<file path="src/rtl/cache_ctrl.sv">
// Cache management unit: turns CPU requests into cache lookup/edit strobes and
// handles dirty-victim write-back and block refill for a 2-way write-back cache.
module cache_ctrl #(
    parameter int unsigned ADDR_BITS           = 32,
    parameter int unsigned TAG_BITS            = 23,
    parameter int unsigned SET_INDEX_WIDTH     = 5,
    parameter int unsigned ELEMENT_WORDS_WIDTH = 2,
    parameter int unsigned WORD_BYTES_WIDTH    = 2
) (
    input  logic                 clk,
    input  logic                 rst,
    input  logic [ADDR_BITS-1:0] addr_rw,
    input  logic                 en_r,
    input  logic                 en_w,
    input  logic [2:0]           u_b_h_w,
    input  logic [31:0]          data_w,
    output logic [31:0]          data_r,
    output logic                 stall,
    output logic [ADDR_BITS-1:0] cache_addr,
    output logic                 cache_load,
    output logic                 cache_edit,
    output logic                 cache_store,
    output logic                 cache_invalid,
    output logic [2:0]           cache_u_b_h_w,
    output logic [31:0]          cache_din,
    input  logic                 cache_hit,
    input  logic                 cache_valid,
    input  logic                 cache_dirty,
    input  logic [TAG_BITS-1:0]  cache_tag,
    input  logic [31:0]          cache_dout,
    output logic                 mem_cs_o,
    output logic                 mem_we_o,
    output logic [ADDR_BITS-1:0] mem_addr_o,
    output logic [31:0]          mem_data_o,
    input  logic [31:0]          mem_data_i,
    input  logic                 mem_ack_i
);

    localparam int unsigned OFF_W = ELEMENT_WORDS_WIDTH + WORD_BYTES_WIDTH;

    typedef enum logic [2:0] {
        IDLE   = 3'd0,
        CHECK  = 3'd1,
        WB_RD  = 3'd2,
        WB_WR  = 3'd3,
        FILL   = 3'd4,
        REPLAY = 3'd5
    } state_e;

    state_e                         state_q, state_d;
    logic [ELEMENT_WORDS_WIDTH-1:0] cnt_q, cnt_d;
    logic [TAG_BITS-1:0]            victim_tag_q, victim_tag_d;

    logic                       req;
    logic                       cnt_last;
    logic [TAG_BITS-1:0]        req_tag;
    logic [SET_INDEX_WIDTH-1:0] set_index;
    logic [ADDR_BITS-1:0]       req_word_addr;
    logic [ADDR_BITS-1:0]       victim_word_addr;

    assign req       = en_r | en_w;
    assign cnt_last  = (cnt_q == '1);
    assign req_tag   = addr_rw[ADDR_BITS-1 -: TAG_BITS];
    assign set_index = addr_rw[OFF_W +: SET_INDEX_WIDTH];

    // Word addresses of the current block word, for the requested and the evicted tag
    assign req_word_addr    = {req_tag, set_index, cnt_q, {WORD_BYTES_WIDTH{1'b0}}};
    assign victim_word_addr = {victim_tag_q, set_index, cnt_q, {WORD_BYTES_WIDTH{1'b0}}};

    assign data_r        = cache_dout;
    assign mem_data_o    = cache_dout;
    assign cache_invalid = 1'b0;
    assign cache_u_b_h_w = u_b_h_w;

    always_ff @(posedge clk) begin
        if (rst) begin
            state_q      <= IDLE;
            cnt_q        <= '0;
            victim_tag_q <= '0;
        end else begin
            state_q      <= state_d;
            cnt_q        <= cnt_d;
            victim_tag_q <= victim_tag_d;
        end
    end

    always_comb begin : next_state
        state_d      = state_q;
        cnt_d        = cnt_q;
        victim_tag_d = victim_tag_q;
        unique case (state_q)
            IDLE: begin
                if (req) state_d = CHECK;
            end
            CHECK: begin
                if (cache_hit) begin
                    state_d = IDLE;
                end else if (cache_valid && cache_dirty) begin
                    victim_tag_d = cache_tag;
                    cnt_d        = '0;
                    state_d      = WB_RD;
                end else begin
                    cnt_d   = '0;
                    state_d = FILL;
                end
            end
            WB_RD: state_d = WB_WR;
            WB_WR: begin
                if (mem_ack_i) begin
                    cnt_d   = cnt_q + ELEMENT_WORDS_WIDTH'(1);
                    state_d = cnt_last ? FILL : WB_RD;
                end
            end
            FILL: begin
                if (mem_ack_i) begin
                    cnt_d = cnt_q + ELEMENT_WORDS_WIDTH'(1);
                    if (cnt_last) state_d = REPLAY;
                end
            end
            REPLAY:  state_d = CHECK;
            default: state_d = IDLE;
        endcase
    end

    always_comb begin : outputs
        cache_addr  = addr_rw;
        cache_load  = 1'b0;
        cache_edit  = 1'b0;
        cache_store = 1'b0;
        cache_din   = data_w;
        stall       = 1'b1;
        mem_cs_o    = 1'b0;
        mem_we_o    = 1'b0;
        mem_addr_o  = req_word_addr;
        unique case (state_q)
            IDLE: begin
                cache_load = en_r & ~en_w;
                cache_edit = en_w;
                stall      = req;
            end
            REPLAY: begin
                cache_load = en_r & ~en_w;
                cache_edit = en_w;
            end
            CHECK: stall = ~cache_hit;
            WB_RD: cache_addr = req_word_addr;
            WB_WR: begin
                // cache_addr stays on the victim word so cache_dout keeps presenting it
                cache_addr = req_word_addr;
                mem_cs_o   = 1'b1;
                mem_we_o   = 1'b1;
                mem_addr_o = victim_word_addr;
            end
            FILL: begin
                cache_addr  = req_word_addr;
                mem_cs_o    = 1'b1;
                cache_store = mem_ack_i;
                if (mem_ack_i) cache_din = mem_data_i;
            end
            default: ;
        endcase
    end

endmodule

</file>
<file path="config.mk">
export PLATFORM = sky130hd
export DESIGN_NAME = cache_ctrl
export DESIGN_NICKNAME = d
export VERILOG_FILES = /design/src/rtl/cache_ctrl.sv
export SDC_FILE = /design/constraint.sdc
export NUM_CORES = 1
export LEC_CHECK = 0
export CORE_AREA = 2 2 130 132
export DETAILED_ROUTE_END_ITERATION = 8
export DIE_AREA = 0 0 132 134
export HOLD_SLACK_MARGIN = 0.03
export PLACE_DENSITY_LB_ADDON = 0.3
export RECOVER_POWER = 25
export SLEW_MARGIN = 20
export SYNTH_ARGS = -nofsm -noshare
export SYNTH_HDL_FRONTEND = slang
export SYNTH_SLANG_ARGS = --single-unit
</file>
<file path="constraint.sdc">
create_clock -name clk -period 2.9 [get_ports clk]
set_input_delay 0.435 -clock clk [delete_from_list [all_inputs] [get_ports clk]]
set_output_delay 0.435 -clock clk [all_outputs]
set_load 0.02 [all_outputs]
</file>
==> results.txt <==
----------------------------------------------------
[Status]
  Result of the run ... finished, final reports clean

[Pwr]
  Sum of internal, switching and leakage power ... roughly 1.4 mW
  Static Leak ... 1.66 nW
  Maximum vdd drop ... 0.173 mV
  P per Cell Area ... 313 nW/um^2

[Die]
  DIE HEIGHT ... 134 um
  I/O pin cnt ... 332
  Die footprint ... roughly 18000 sq um
  Effective utilization at floorplan ... 16.7%
  CORE AREA ... 16300 sq um
  Standard-cell row count ... 47
  DIE WIDTH ... 132 um

[Route]
  Starting DRC count in detailed routing ... 51
  Final routed wire length divided by cell count ... 14.8 um
  Final Routed Wirelength ... just over 10000 um
  Drt via density ... around 3.9
  DRC violation count after routing ... 0
  Number of iterations in the first detailed-routing pass ... 3
  Vias after detailed routing ... ~2700
  DRT antenna net count ... 0

[Clock network]
  Maximum number of buffers from clock root to sink ... 2
  Number of sinks driven by the clock tree ... 28
  CTS tree ... done
  Num CTS Buffers ... 3
  Number of gates resized after CTS ... 0
  Number of H-tree branching levels ... 1
  Insertion delay of the later-clocked pin in the worst-skew pair ... 270 ps
  Quantity of hold-fixing buffers added after cts ... 0
  Clock input transition at the sequential cells of the worst setup and hold paths ... 70 ps
  CTS root buf ... clkbuf_16
  Post-CTS repair timing setup buffer count ... 0

[Finish]
  Antenna diode count ... 0
  Finished Core Util ... between 20% and 30%
  Most used cells in the layout excluding fill and tap cells ... 211 x clkdlybuf4s50_1, 118 x nand2_1, 34 x mux2_2, 28 x dfxtp_1, 27 x a21oi_1
  Leading cell type in the layout, fill and taps excluded ... clkdlybuf4s50_1
  Final standard cell count with taps included and fillers excluded ... 691
  Fraction of final layout cells sized beyond drive strength 1 ... 11.9%
  P&R area growth vs syn ... 61.7%
  Net count, final ... around 640

[Logic synthesis]
  Post-synthesis average cell area ... around 7.4 sq um
  Synth Cell Area ... 2720 sq um
  Number of warning messages in the yosys log ... 0
  Number of cells produced by synthesis ... 367
  Flop and latch count out of synthesis ... 28
  Part of the Yosys area used for sequential elements ... 20.6%
  Number of unique standard cell types used by synthesis ... 34

[GRT]
  Global-route wire length before repair ... about 15000 um
  Initial antenna violation count ... 0
  Total grt overflow ... 0
  Vias in the first global route ... 2800
  Global-route usage over all layers ... 10.9%
  Pin count of the biggest net entering global routing ... 34

[STA]
  Worst-margin pin slew ... 537 ps
  Final number of max-transition violations ... 0
  Fin. Hold Viols ... 0
  Maximum clock skew at final layout ... 1.42 ps
  Final period demand of the worst path ... roughly 2700 ps
  Worst setup margin ... 171 ps
  Slew headroom ... 64.2%
  Setup repair after global routing missed its margin ... false
  Highest clock rate ... 366 MHz
  Tcrit/Tclk final ... 94.1%
  Final setup vio count ... 0
  Total negative setup slack ... 0 ps

[Worst setup path]
  Critical path endpoint category ... output port
  Startpoint type of the worst setup path ... flip-flop
  Number of cell instances on the worst register-to-register path ... 6
  Crit Path Class ... flip-flop to output port
  Worst R2R Start ... state_q[2]$_SDFFE_PP0P_
  CP required ... about 2500 ps
  Data arrival time of the worst path ... 2290 ps
  Largest fanout of any net on the critical path ... 33
  R2R Path End ... state_q[2]$_SDFFE_PP0P_
  Flop-to-flop setup slack ... about 1200 ps

[Worst hold path]
  Min-delay worst type ... flip-flop to flip-flop
  Worst Hold Depth ... 2
  Endpoint, Worst Hold ... victim_tag_q[22]$_SDFFE_PP0P_
  Startpoint of the worst hold path ... victim_tag_q[22]$_SDFFE_PP0P_

[Placed design]
  Weighted congestion at the end of routability-driven global placement ... 0.792
  DP Cell Count ... around 700
  DP HPWL ... between 8000 and 9000 um
  Number of I/O port buffers ... 211
  Placement Setup Slack ... between 200 and 300 ps

[Flow run]
  Max-Cap Viols ... 0

----------------------------------------------------
==> power by group <==
part	internal [mW]	switching (mW)
sequential	0.396	0.00678
combinational	0.357	0.259
clock	0.212	0.144
total	0.965	0.410
==> critical path, stage by stage (launching register included) <==
cell,delay [ps]
dfxtp_1,320
nor3b_2,340
and2_1,230
buf_12,210
mux2_2,350
clkdlybuf4s50_1,550
==> cell type report <==
cell class | instances | area (sq um)
Timing Repair Buffer | 220 | 2190
Inverter | 1 | 3.75
Fill cell | 1754 | 11900
Multi-Input combinational cell | 218 | 1280
Sequential cell | 28 | 561
Clock buffer | 4 | 88.8
Tap cell | 220 | 275
==> stage by stage <==
step	hold WS [ps]	cell area (sq um)
5_1_grt	475	4400
2_1_floorplan	437	2730
6_report	459	4400
4_1_cts	461	4400
3_3_place_gp	444	4310
3_5_place_dp	450	4310
==> flip-flops by register name (all words and copies together), names as in the netlist <==
| signal | count |
|---|---|
| state_q | 3 |
| cnt_q | 2 |
| victim_tag_q | 23 |
==> worst max path at each step <==
stage | start | end | slack [ps]
6_report | state_q[0]$_SDFFE_PP0P_ | cache_din[8] | 170
3_3_place_gp | mem_ack_i | cache_din[8] | 250
3_5_place_dp | mem_ack_i | cache_din[8] | 270
2_1_floorplan | state_q[0]$_SDFFE_PP0P_ | cache_din[22] | 900
5_1_grt | state_q[2]$_SDFFE_PP0P_ | cache_din[7] | 90
4_1_cts | state_q[0]$_SDFFE_PP0P_ | cache_din[8] | 140
==> routing by layer <==
metal	wire length [um]	up-vias	part of all wire [%]	global-route usage [%]
met5	0	-	0	0
li1	-	1281	-	-
met2	5280	168	52	20.9
met4	130	0	1.3	2.60
met3	909	17	8.9	3.06
met1	3920	1203	38	11.7
==> kinds of logic (layout without fill, tap and decap cells) <==
kind of cell,after synthesis,in the layout,share of synthesized area (%)
and+or+nand+nor,142,142,23.1
other,1,3,0.138
muxes,35,35,14.6
DFF,28,28,20.6
xor gates and xnor gates,1,1,0.322
AOI/OAI and AO/OA,36,36,7.91
buffers and inverters,123,225,32.8
adders and majority gates,1,1,0.460
==> synthesized netlist by cell type (all sizes together) <==
library cell	instances	area share (%)
nand3	2	0.37
nor4b	2	1.2
mux2	35	15
o31ai	3	0.83
xor2	1	0.32
dfxtp	28	21
nand2b	1	0.23
buf	116	32
a21oi	28	5.6
a221oi	1	0.32
nand2	118	16
clkbuf	6	0.83
or3	1	0.23
ha	1	0.46
nor2b	4	0.92
nor3	2	0.37
or3b	1	0.41
and2	3	0.69
nor3b	2	0.74
nand3b	3	1.3
a21o	2	0.83
conb	1	0.14
nor2	3	0.41
inv	1	0.14
o21ai	2	0.37
Note: power is estimated with default switching activity, not from simulation.
